$ cat config.mk
export PLATFORM = sky130hd
export DESIGN_NAME = branch_predictor_bht
export DESIGN_NICKNAME = d
export VERILOG_FILES = /design/src/rtl/branch_predictor_bht.sv
export SDC_FILE = /design/constraint.sdc
export NUM_CORES = 2
export LEC_CHECK = 0
export CAP_MARGIN = 20
export CORE_MARGIN = 3
export CORE_UTILIZATION = 26
export DETAILED_ROUTE_END_ITERATION = 16
export DONT_BUFFER_PORTS = 1
export GPL_TIMING_DRIVEN = 0
export PLACE_DENSITY = 0.46
export SLEW_MARGIN = 0
export SYNTH_ARGS = -nofsm -noshare
export SYNTH_HDL_FRONTEND = slang
export SYNTH_SLANG_ARGS = --single-unit
$ cat constraint.sdc
create_clock -name clk_i -period 17.1 [get_ports clk_i]
set_clock_uncertainty 0.1 [all_clocks]
set_input_delay 3.42 -clock clk_i [delete_from_list [all_inputs] [get_ports clk_i]]
set_output_delay 3.42 -clock clk_i [all_outputs]
set_load 0.01 [all_outputs]
$ cat src/rtl/branch_predictor_bht.sv
// branch_predictor_bht
// Direct-mapped branch history table with a branch target buffer, built from
// 2-bit saturating counters. Fetch reads a prediction combinationally; EX
// resolves RV32I conditional branches, raises flush/redirect on a mispredict
// and trains the table on the following clock edge.
//
// Optional build macro: BP_STATS_EN
//   defined   -> 32-bit saturating branch / mispredict counters are built
//   undefined -> stat_branches_o and stat_mispred_o are tied to zero
//
// state   | meaning
// --------+-------------------------------------------------------------
// ST_INIT | walking ptr_q over the table, clearing one valid bit per cycle
// ST_RUN  | normal prediction and table training
module branch_predictor_bht #(
    parameter int         ENTRIES   = 64,
    parameter int         XLEN      = 32,
    parameter logic [1:0] CTR_ALLOC = 2'b10
) (
    input  logic            clk_i,
    input  logic            rst_i,
    input  logic [XLEN-1:0] f_pc_i,
    output logic            pred_taken_o,
    output logic [XLEN-1:0] pred_target_o,
    input  logic            ex_valid_i,
    input  logic [6:0]      ex_opcode_i,
    input  logic [2:0]      ex_funct3_i,
    input  logic [XLEN-1:0] ex_pc_i,
    input  logic [XLEN-1:0] ex_target_i,
    input  logic            br_eq_i,
    input  logic            br_lt_i,
    input  logic            ex_pred_taken_i,
    input  logic [XLEN-1:0] ex_pred_target_i,
    output logic            flush_o,
    output logic            pcsel_o,
    output logic [XLEN-1:0] redirect_pc_o,
    output logic            busy_o,
    output logic [31:0]     stat_branches_o,
    output logic [31:0]     stat_mispred_o
);

    localparam int IDX_W = $clog2(ENTRIES);
    localparam int TAG_W = XLEN - IDX_W - 2;

    localparam logic [6:0]      OPC_BRANCH = 7'b1100011;
    localparam logic [XLEN-1:0] PC_INC     = XLEN'(4);
    localparam logic [IDX_W-1:0] PTR_LAST  = IDX_W'(ENTRIES - 1);

    typedef enum logic {
        ST_INIT = 1'b0,
        ST_RUN  = 1'b1
    } state_e;

    state_e           state_q;
    logic [IDX_W-1:0] ptr_q;

    // Table storage: valid bits are cleared by the INIT walk, the payload
    // arrays carry no reset since an entry is meaningless while invalid.
    logic [ENTRIES-1:0] valid_q;
    logic [TAG_W-1:0]   tag_q    [ENTRIES];
    logic [XLEN-1:0]    target_q [ENTRIES];
    logic [1:0]         ctr_q    [ENTRIES];

    // Fetch-side lookup
    logic [IDX_W-1:0] f_idx;
    logic [TAG_W-1:0] f_tag;
    logic             f_hit;

    // EX-side resolution and training
    logic [IDX_W-1:0] ex_idx;
    logic [TAG_W-1:0] ex_tag;
    logic             ex_hit;
    logic             is_cond;
    logic             actual_taken;
    logic             is_br;
    logic             mispredict;
    logic             upd_en;
    logic [1:0]       ctr_d;

    // The two low PC bits never index or tag the table.
    logic unused_fpc_lsb;
    assign unused_fpc_lsb = ^f_pc_i[1:0];

    assign busy_o = (state_q == ST_INIT);

    assign f_idx = f_pc_i[IDX_W+1:2];
    assign f_tag = f_pc_i[XLEN-1:IDX_W+2];
    assign f_hit = valid_q[f_idx] && (tag_q[f_idx] == f_tag);

    // Prediction is suppressed while the table is still being cleared.
    assign pred_taken_o  = !busy_o && f_hit && ctr_q[f_idx][1];
    assign pred_target_o = f_hit ? target_q[f_idx] : '0;

    // Decode the branch type and the outcome it implies from the comparators.
    always_comb begin
        is_cond      = 1'b0;
        actual_taken = 1'b0;
        case (ex_funct3_i)
            3'b000: begin
                is_cond      = 1'b1;
                actual_taken = br_eq_i;
            end
            3'b001: begin
                is_cond      = 1'b1;
                actual_taken = !br_eq_i;
            end
            3'b100, 3'b110: begin
                is_cond      = 1'b1;
                actual_taken = br_lt_i;
            end
            3'b101, 3'b111: begin
                is_cond      = 1'b1;
                actual_taken = !br_lt_i;
            end
            default: begin
                is_cond      = 1'b0;
                actual_taken = 1'b0;
            end
        endcase
    end

    assign is_br = ex_valid_i && (ex_opcode_i == OPC_BRANCH) && is_cond;

    // A taken branch predicted taken to the wrong place still needs a redirect.
    assign mispredict = is_br &&
                        ((actual_taken != ex_pred_taken_i) ||
                         (actual_taken && ex_pred_taken_i &&
                          (ex_pred_target_i != ex_target_i)));

    assign flush_o       = mispredict;
    assign pcsel_o       = mispredict;
    assign redirect_pc_o = mispredict ? (actual_taken ? ex_target_i : ex_pc_i + PC_INC)
                                      : '0;

    assign ex_idx = ex_pc_i[IDX_W+1:2];
    assign ex_tag = ex_pc_i[XLEN-1:IDX_W+2];
    assign ex_hit = valid_q[ex_idx] && (tag_q[ex_idx] == ex_tag);

    assign upd_en = (state_q == ST_RUN) && is_br;

    // Saturating counter step for a hit entry.
    always_comb begin
        ctr_d = ctr_q[ex_idx];
        if (actual_taken) begin
            if (ctr_q[ex_idx] != 2'b11) begin
                ctr_d = ctr_q[ex_idx] + 2'b01;
            end
        end else begin
            if (ctr_q[ex_idx] != 2'b00) begin
                ctr_d = ctr_q[ex_idx] - 2'b01;
            end
        end
    end

    // Control FSM: INIT walk of the valid bits, then allocation on taken misses.
    always_ff @(posedge clk_i) begin
        if (rst_i) begin
            state_q <= ST_INIT;
            ptr_q   <= '0;
        end else begin
            case (state_q)
                ST_INIT: begin
                    valid_q[ptr_q] <= 1'b0;
                    ptr_q          <= ptr_q + 1'b1;
                    if (ptr_q == PTR_LAST) begin
                        state_q <= ST_RUN;
                    end
                end
                ST_RUN: begin
                    if (upd_en && !ex_hit && actual_taken) begin
                        valid_q[ex_idx] <= 1'b1;
                    end
                end
                default: begin
                    state_q <= ST_INIT;
                    ptr_q   <= '0;
                end
            endcase
        end
    end

    // Entry payload training: counter/target on a hit, full overwrite on a taken miss.
    always_ff @(posedge clk_i) begin
        if (!rst_i && upd_en) begin
            if (ex_hit) begin
                ctr_q[ex_idx] <= ctr_d;
                if (actual_taken) begin
                    target_q[ex_idx] <= ex_target_i;
                end
            end else if (actual_taken) begin
                tag_q[ex_idx]    <= ex_tag;
                target_q[ex_idx] <= ex_target_i;
                ctr_q[ex_idx]    <= CTR_ALLOC;
            end
        end
    end

`ifdef BP_STATS_EN
    logic [31:0] stat_br_q;
    logic [31:0] stat_mp_q;

    // Saturating statistics; they keep counting while the table initialises.
    always_ff @(posedge clk_i) begin
        if (rst_i) begin
            stat_br_q <= '0;
            stat_mp_q <= '0;
        end else begin
            if (is_br && (stat_br_q != 32'hFFFF_FFFF)) begin
                stat_br_q <= stat_br_q + 32'd1;
            end
            if (mispredict && (stat_mp_q != 32'hFFFF_FFFF)) begin
                stat_mp_q <= stat_mp_q + 32'd1;
            end
        end
    end

    assign stat_branches_o = stat_br_q;
    assign stat_mispred_o  = stat_mp_q;
`else
    assign stat_branches_o = '0;
    assign stat_mispred_o  = '0;
`endif

endmodule

**After elaboration in Yosys (flattened, before gate mapping)**

Memories as Yosys holds them, arrays and structs flattened.
Cells that the tools add are included.

- Bits in registers: 71
- Bits in latches: 0
- RAM bits: 3,712
- ROM bits: 0
- Bits of input ports: 144
- Output and inout bits: 132
- Word-level logic and storage cells: 93
- Memories: 3

Memories:

| memory | depth | width | read ports | clocked after Yosys merged registers in | write ports | RTL line | RTL |
|---|---|---|---|---|---|---|---|
| target_q | 64 | 32 | 1 | 0 | 1 | 61 | `logic [XLEN-1:0] target_q [ENTRIES];` |
| tag_q | 64 | 24 | 2 | 0 | 1 | 60 | `logic [TAG_W-1:0] tag_q [ENTRIES];` |
| ctr_q | 64 | 2 | 2 | 0 | 1 | 62 | `logic [1:0] ctr_q [ENTRIES];` |

- Add/sub/neg operators: 4
- Multipliers: 0
- Div/mod/pow operators: 0
- $lt $le $gt $ge: 5
- Equality and inequality tests: 13
- Shifts and indexed selects: 0
- Multiplexer cells: 32
- Bitwise gates (word level): 7
- Reduce and logical (&&, ||, !) cells: 26

Operator list:

| kind | number |
|---|---|
| $mux 32 | 4 |
| $pmux 64 s2 | 1 |
| $and 64x64->64 | 1 |
| $mux 64 | 1 |
| $not 64->64 | 1 |
| $or 64x64->64 | 1 |
| $eq 24x24->1 | 2 |
| $add 32x3->32 const B | 1 |
| $ne 32x32->1 | 1 |
| $lt 6x7->1 const B | 3 |
| $mux 1 | 17 |
| $logic_and 1x1->1 | 15 |
| $bmux 1 s6 | 2 |
| $demux 1 s6 | 2 |
| $eq 3x3->1 const B | 4 |
| $ge 6x1->1 const B | 2 |
| $mux 2 | 4 |
| $eq 7x7->1 const B | 1 |
| $add 6x1->6 const B | 1 |
| $eq 6x6->1 const B | 1 |
| $reduce_or 6->1 | 1 |
| $logic_not 1->1 | 4 |
| $pmux 1 s4 | 1 |
| $reduce_or 2->1 | 2 |
| 12 further kinds | 14 |

**Longest topological paths before layout**

- Word-level depth: 9
- Depth in mapped cells: 17
- Depth with buffers taken out: 10

**Least setup slack after synthesis**

Ideal clock, no wire load.

- Kind: input port to output port
- Start: input f_pc_i[2]
- End: output pred_target_o[10]
- Arrival time: 6.995 ns
- Slack: 6.585 ns
- Stages on the path: 11
- Path buffers: 7
- Cell sequence: buf_2 > buf_4 > buf_4 > buf_2 > buf_2 > buf_2 > buf_1 > mux4_2 > mux4_2 > mux4_2 > and3_1

- Word-level cells in the longest chain between the ends: 4
- Elaborated cells on any way between the ends: 7
- Those cells by class: 1 x eq/ne; 3 x mux; 1 x reduce/logical; 2 x memory

Ends and longest elaborated chain:

| item | RTL line | RTL |
|---|---|---|
| start, declared | 22 | `input logic [XLEN-1:0] f_pc_i,` |
| $mem_v2 64x24 or $bmux 1 s6 (tied branches) | -- |  |
| $eq 24x24->1 or $mux 1 (tied branches) | 88 | `assign f_hit = valid_q[f_idx] && (tag_q[f_idx] == f_tag);` |
| $logic_and 1x1->1 | 88 |  |
| $mux 32 * | 92 | `assign pred_target_o = f_hit ? target_q[f_idx] : '0;` |
| end, declared | 24 | `output logic [XLEN-1:0] pred_target_o,` |

Every way passes the cells marked *; elsewhere a longest branch is shown, timed or not. The select of a mux whose other input is x is not followed.

**Worst setup path in the final report**

- Start: input f_pc_i[4]
- End: output pred_target_o[18]

Same word-level chain as after synthesis.

==> Flow_metrics.wiki <==
{| class="wikitable"
! Metric !! Value
|-
| Post-synth cell types || 83
|-
| Post-CTS repair timing setup buffer count || 0
|-
| Sinks on Clock Net || 3783
|-
| Maximum number of pins on one net before global-route repair || 70
|-
| Share of flip-flops with an asynchronous set or reset after synthesis || 0%
|-
| Placed wire-length estimate after detailed placement || 610 mm
|-
| Start point of the critical path || f_pc_i[4]
|-
| Number of H-tree levels || 5
|-
| Routed met2 length || 366 mm
|-
| Depth of the worst register-to-register path || 18
|-
| Post-synthesis register bit count || 3783
|-
| Maximum vdd ir drop || 0.0886 mV
|-
| Clock Pin Slew Worst Setup and Hold Paths || 0.05 ns
|-
| Prevailing post-synth register cell || sky130_fd_sc_hd__edfxtp_1
|-
| Critical path data required time || 13.58 ns
|-
| Iteration-0 DRC Markers || 19263
|-
| Critical Path Start Type || primary input
|-
| Area Growth Syn to Fin || 20.9%
|-
| Post-cts hold buffer count || 0
|-
| Post-DRT Antenna Nets || 0
|-
| Data arrival, critical path || 10.89 ns
|-
| Cells taking the most area after synthesis || sky130_fd_sc_hd__edfxtp_1, sky130_fd_sc_hd__mux4_2, sky130_fd_sc_hd__mux2i_1
|-
| Die Ht || 796 um
|-
| Overflow left after global routing || 0
|-
| Mean area per synthesized cell || 19.8 um^2
|-
| Reg-to-reg startpoint || tag_q[54][21]$_DFFE_PP_
|-
| Width of the chip || 796 um
|-
| Leading area contributor after synthesis || sky130_fd_sc_hd__edfxtp_1
|-
| I/O pin count || 276
|-
| Setup Total Neg Slack || 0 ns
|-
| Final Hold Viols || 0
|-
| Highest net fanout along the worst path || 11
|-
| Post-route clock period utilization || 84.2%
|-
| Slew at the pin with the worst max-slew slack || 1.43 ns
|-
| Clock network latency to the later pin of the worst-skew pair || 1.05 ns
|-
| Most common cell after layout, fill and taps aside || sky130_fd_sc_hd__edfxtp_1
|-
| RSZ-0062 raised after global routing || no
|-
| Total wire length after detailed routing || 837 mm
|-
| Number of CTS-inserted buffers || 388
|-
| Max Cap Viol || 0
|-
| Worst setup path category || primary input to output port
|-
| Number of input and output port buffers inserted || 0
|-
| Min-delay worst type || flop to flop
|-
| Highest routed metal layer || met5
|-
| Endpoint kind of the worst setup timing path || output port
|-
| Nets@finish || 9466
|-
| Yosys warnings || 0
|-
| Detailed-route wire length on metal 1 || 302 mm
|-
| Effective utilization at floorplan || 26.1%
|-
| Area of the core || 621000 um^2
|-
| Proportion of synthesized chip area in sequential cells || 70.0%
|-
| Proportion of layout cells with a drive suffix above 1 || 32.2%
|-
| Remaining routing DRC violations || 0
|-
| Outcome || finished, final reports clean
|-
| Site row count || 289
|-
| Most used cells in the layout excluding fill and tap cells || sky130_fd_sc_hd__edfxtp_1, sky130_fd_sc_hd__mux4_2, sky130_fd_sc_hd__clkbuf_16, sky130_fd_sc_hd__mux2i_1, sky130_fd_sc_hd__buf_6
|-
| Final-report max-slew violation count || 0
|-
| Global-route usage over all layers || 25.5%
|-
| Final period demand of the worst path || 14.41 ns
|-
| End of the critical path || pred_target_o[18]
|-
| Wire length per cell || 46.5 um
|-
| Vias in the first global route || 100101
|-
| Clock tree from TritonCTS || built
|-
| P_leak || 61.2 nW
|-
| Cells after Synth || 8214
|-
| Total via count in the routed design || 105631
|-
| Worst R2R Setup Slack || 9.81 ns
|-
| Vias/cell || 5.87
|-
| Final Wtd Congestion || 0.980
|-
| Routed wl met3 || 101 mm
|-
| Post-route worst setup slack || 2.69 ns
|-
| Worst r2r dst || tag_q[38][16]$_DFFE_PP_
|-
| Area share of the largest cell type after synthesis || 69.9%
|-
| Total die area || 633000 um^2
|-
| Root Buffer Master || sky130_fd_sc_hd__clkbuf_16
|-
| Netlist area before placement || 162000 um^2
|-
| Antenna violations before repair || 115
|-
| Power per unit of standard cell area || 106 nW/um^2
|-
| Maximum count of clock buffers along a single path || 4
|-
| Total of cells resized after clock tree synthesis || 0
|-
| Number of optimization iterations in the first detailed-route pass || 7
|-
| Peak clock frequency supported by timing || 69.4 MHz
|-
| Worst slack at placement || 2.60 ns
|-
| Number of enable flip-flop cells after synthesis || 3776
|-
| Count of final setup violators || 0
|-
| Normalized max-slew margin || 4.90%
|-
| Wire length of the first global-routing pass || 1060 mm
|}
## kinds of logic (layout without fill, tap and decap cells)
logic type | Yosys count | in the layout | synth area share (%)
AOI/OAI and AO/OA | 1261 | 1261 | 5.78
xor gates and xnor gates | 112 | 112 | 0.605
muxes | 1660 | 1660 | 19.5
buffers and inverters | 727 | 2081 | 2.11
DFF | 3783 | 3783 | 70.0
other | 1 | 133 | 0.00231
adders and majority gates | 5 | 5 | 0.0355
and+or+nand+nor | 665 | 665 | 2.00
## worst min path at each step
stage,to,start,depth (start not counted)
final,ptr_q[1]$_SDFFE_PP0N_,ptr_q[1]$_SDFFE_PP0N_,2
after CTS,ptr_q[1]$_SDFFE_PP0N_,ptr_q[1]$_SDFFE_PP0N_,2
after global placement,ptr_q[1]$_SDFFE_PP0N_,ptr_q[0]$_SDFFE_PP0N_,3
after floorplan,valid_q[31]$_DFFE_PP_,valid_q[31]$_DFFE_PP_,1
after detailed placement,ptr_q[1]$_SDFFE_PP0N_,ptr_q[1]$_SDFFE_PP0N_,2
after global routing,ptr_q[1]$_SDFFE_PP0N_,ptr_q[1]$_SDFFE_PP0N_,2
## final cells by class
class,count,area [um^2]
Fill cell,59724,424000
Sequential cell,3783,114000
Multi-Input combinational cell,3767,46400
Clock inverter,238,2320
Antenna cell,69,173
Timing Repair Buffer,652,9500
Buffer,708,3520
Inverter,19,71.3
Clock buffer,464,10200
Tap cell,8293,10400
## report_power, final
part | total, mW | internal, mW | switching (mW)
Sequential | 10.2 | 10.2 | 0.0118
Clock | 8.74 | 4.89 | 3.85
Combinational | 1.76 | 0.572 | 1.18
Total | 20.7 | 15.7 | 5.04
## routing by layer
| metal | GRT usage, % | up-vias |
|---|---|---|
| li1 | - | 37478 |
| met1 | 31.2 | 56860 |
| met2 | 38.2 | 8948 |
| met3 | 9.00 | 2307 |
| met4 | 16.6 | 38 |
| met5 | 0.487 | - |
## synthesized netlist by cell type, types with 9 or more instances
cell type and instances:
sky130_fd_sc_hd__nand3b_1 16, sky130_fd_sc_hd__xnor2_1 74, sky130_fd_sc_hd__o22a_1 62, sky130_fd_sc_hd__xor2_1 38, sky130_fd_sc_hd__o21ai_0 186, sky130_fd_sc_hd__nor4_1 25, sky130_fd_sc_hd__a211oi_2 38, sky130_fd_sc_hd__and3_1 52
sky130_fd_sc_hd__mux2_1 15, sky130_fd_sc_hd__nor2b_1 18, sky130_fd_sc_hd__clkbuf_1 336, sky130_fd_sc_hd__nand2b_1 14, sky130_fd_sc_hd__a221oi_1 216, sky130_fd_sc_hd__a31oi_1 20, sky130_fd_sc_hd__nor2_1 171, sky130_fd_sc_hd__o21a_1 44
sky130_fd_sc_hd__a221o_1 101, sky130_fd_sc_hd__buf_4 87, sky130_fd_sc_hd__nand3_1 38, sky130_fd_sc_hd__nand4_1 19, sky130_fd_sc_hd__or3_1 9, sky130_fd_sc_hd__a22o_1 38, sky130_fd_sc_hd__mux2i_1 379, sky130_fd_sc_hd__nand2_1 175
sky130_fd_sc_hd__buf_2 191, sky130_fd_sc_hd__inv_1 15, sky130_fd_sc_hd__a22oi_1 124, sky130_fd_sc_hd__mux2_2 77, sky130_fd_sc_hd__a211oi_1 61, sky130_fd_sc_hd__o22ai_1 140, sky130_fd_sc_hd__mux4_2 1189, sky130_fd_sc_hd__a21oi_1 160
sky130_fd_sc_hd__buf_1 77, sky130_fd_sc_hd__buf_6 17, sky130_fd_sc_hd__nor3_1 86, sky130_fd_sc_hd__and2_1 10, sky130_fd_sc_hd__edfxtp_1 3776
## through the flow
stage	hold slack (ns)	std cells	instance area (um^2)	power, mW	utilization [%]
detailed placement	0.536	17207	183000	12.1	29.5
CTS	0.547	17909	196000	20.7	31.5
floorplan	0.455	8277	162000	11.2	-
finish	0.540	17993	196000	20.7	31.6
global placement	0.494	16570	173000	12.0	27.9
global route	0.601	17935	196000	21.1	31.6
## critical path: stages
cell	delay [ns]
sky130_fd_sc_hd__clkbuf_1	0.47
sky130_fd_sc_hd__buf_2	0.47
sky130_fd_sc_hd__buf_2	0.78
sky130_fd_sc_hd__buf_2	0.73
sky130_fd_sc_hd__buf_2	0.95
sky130_fd_sc_hd__buf_2	0.50
sky130_fd_sc_hd__buf_12	0.29
sky130_fd_sc_hd__clkbuf_2	0.60
sky130_fd_sc_hd__clkbuf_1	0.89
sky130_fd_sc_hd__mux4_2	0.48
sky130_fd_sc_hd__mux2_2	0.28
sky130_fd_sc_hd__nand2_1	0.06
sky130_fd_sc_hd__o21ai_0	0.23
sky130_fd_sc_hd__buf_4	0.28
sky130_fd_sc_hd__and3_1	0.23
## sequential cells by signal, indices dropped and copies added (netlist names)
name      cells
ptr_q         6
state_q       1
target_q   2048
ctr_q       128
tag_q      1536
valid_q      64
Power figures use the tool's default switching activity.
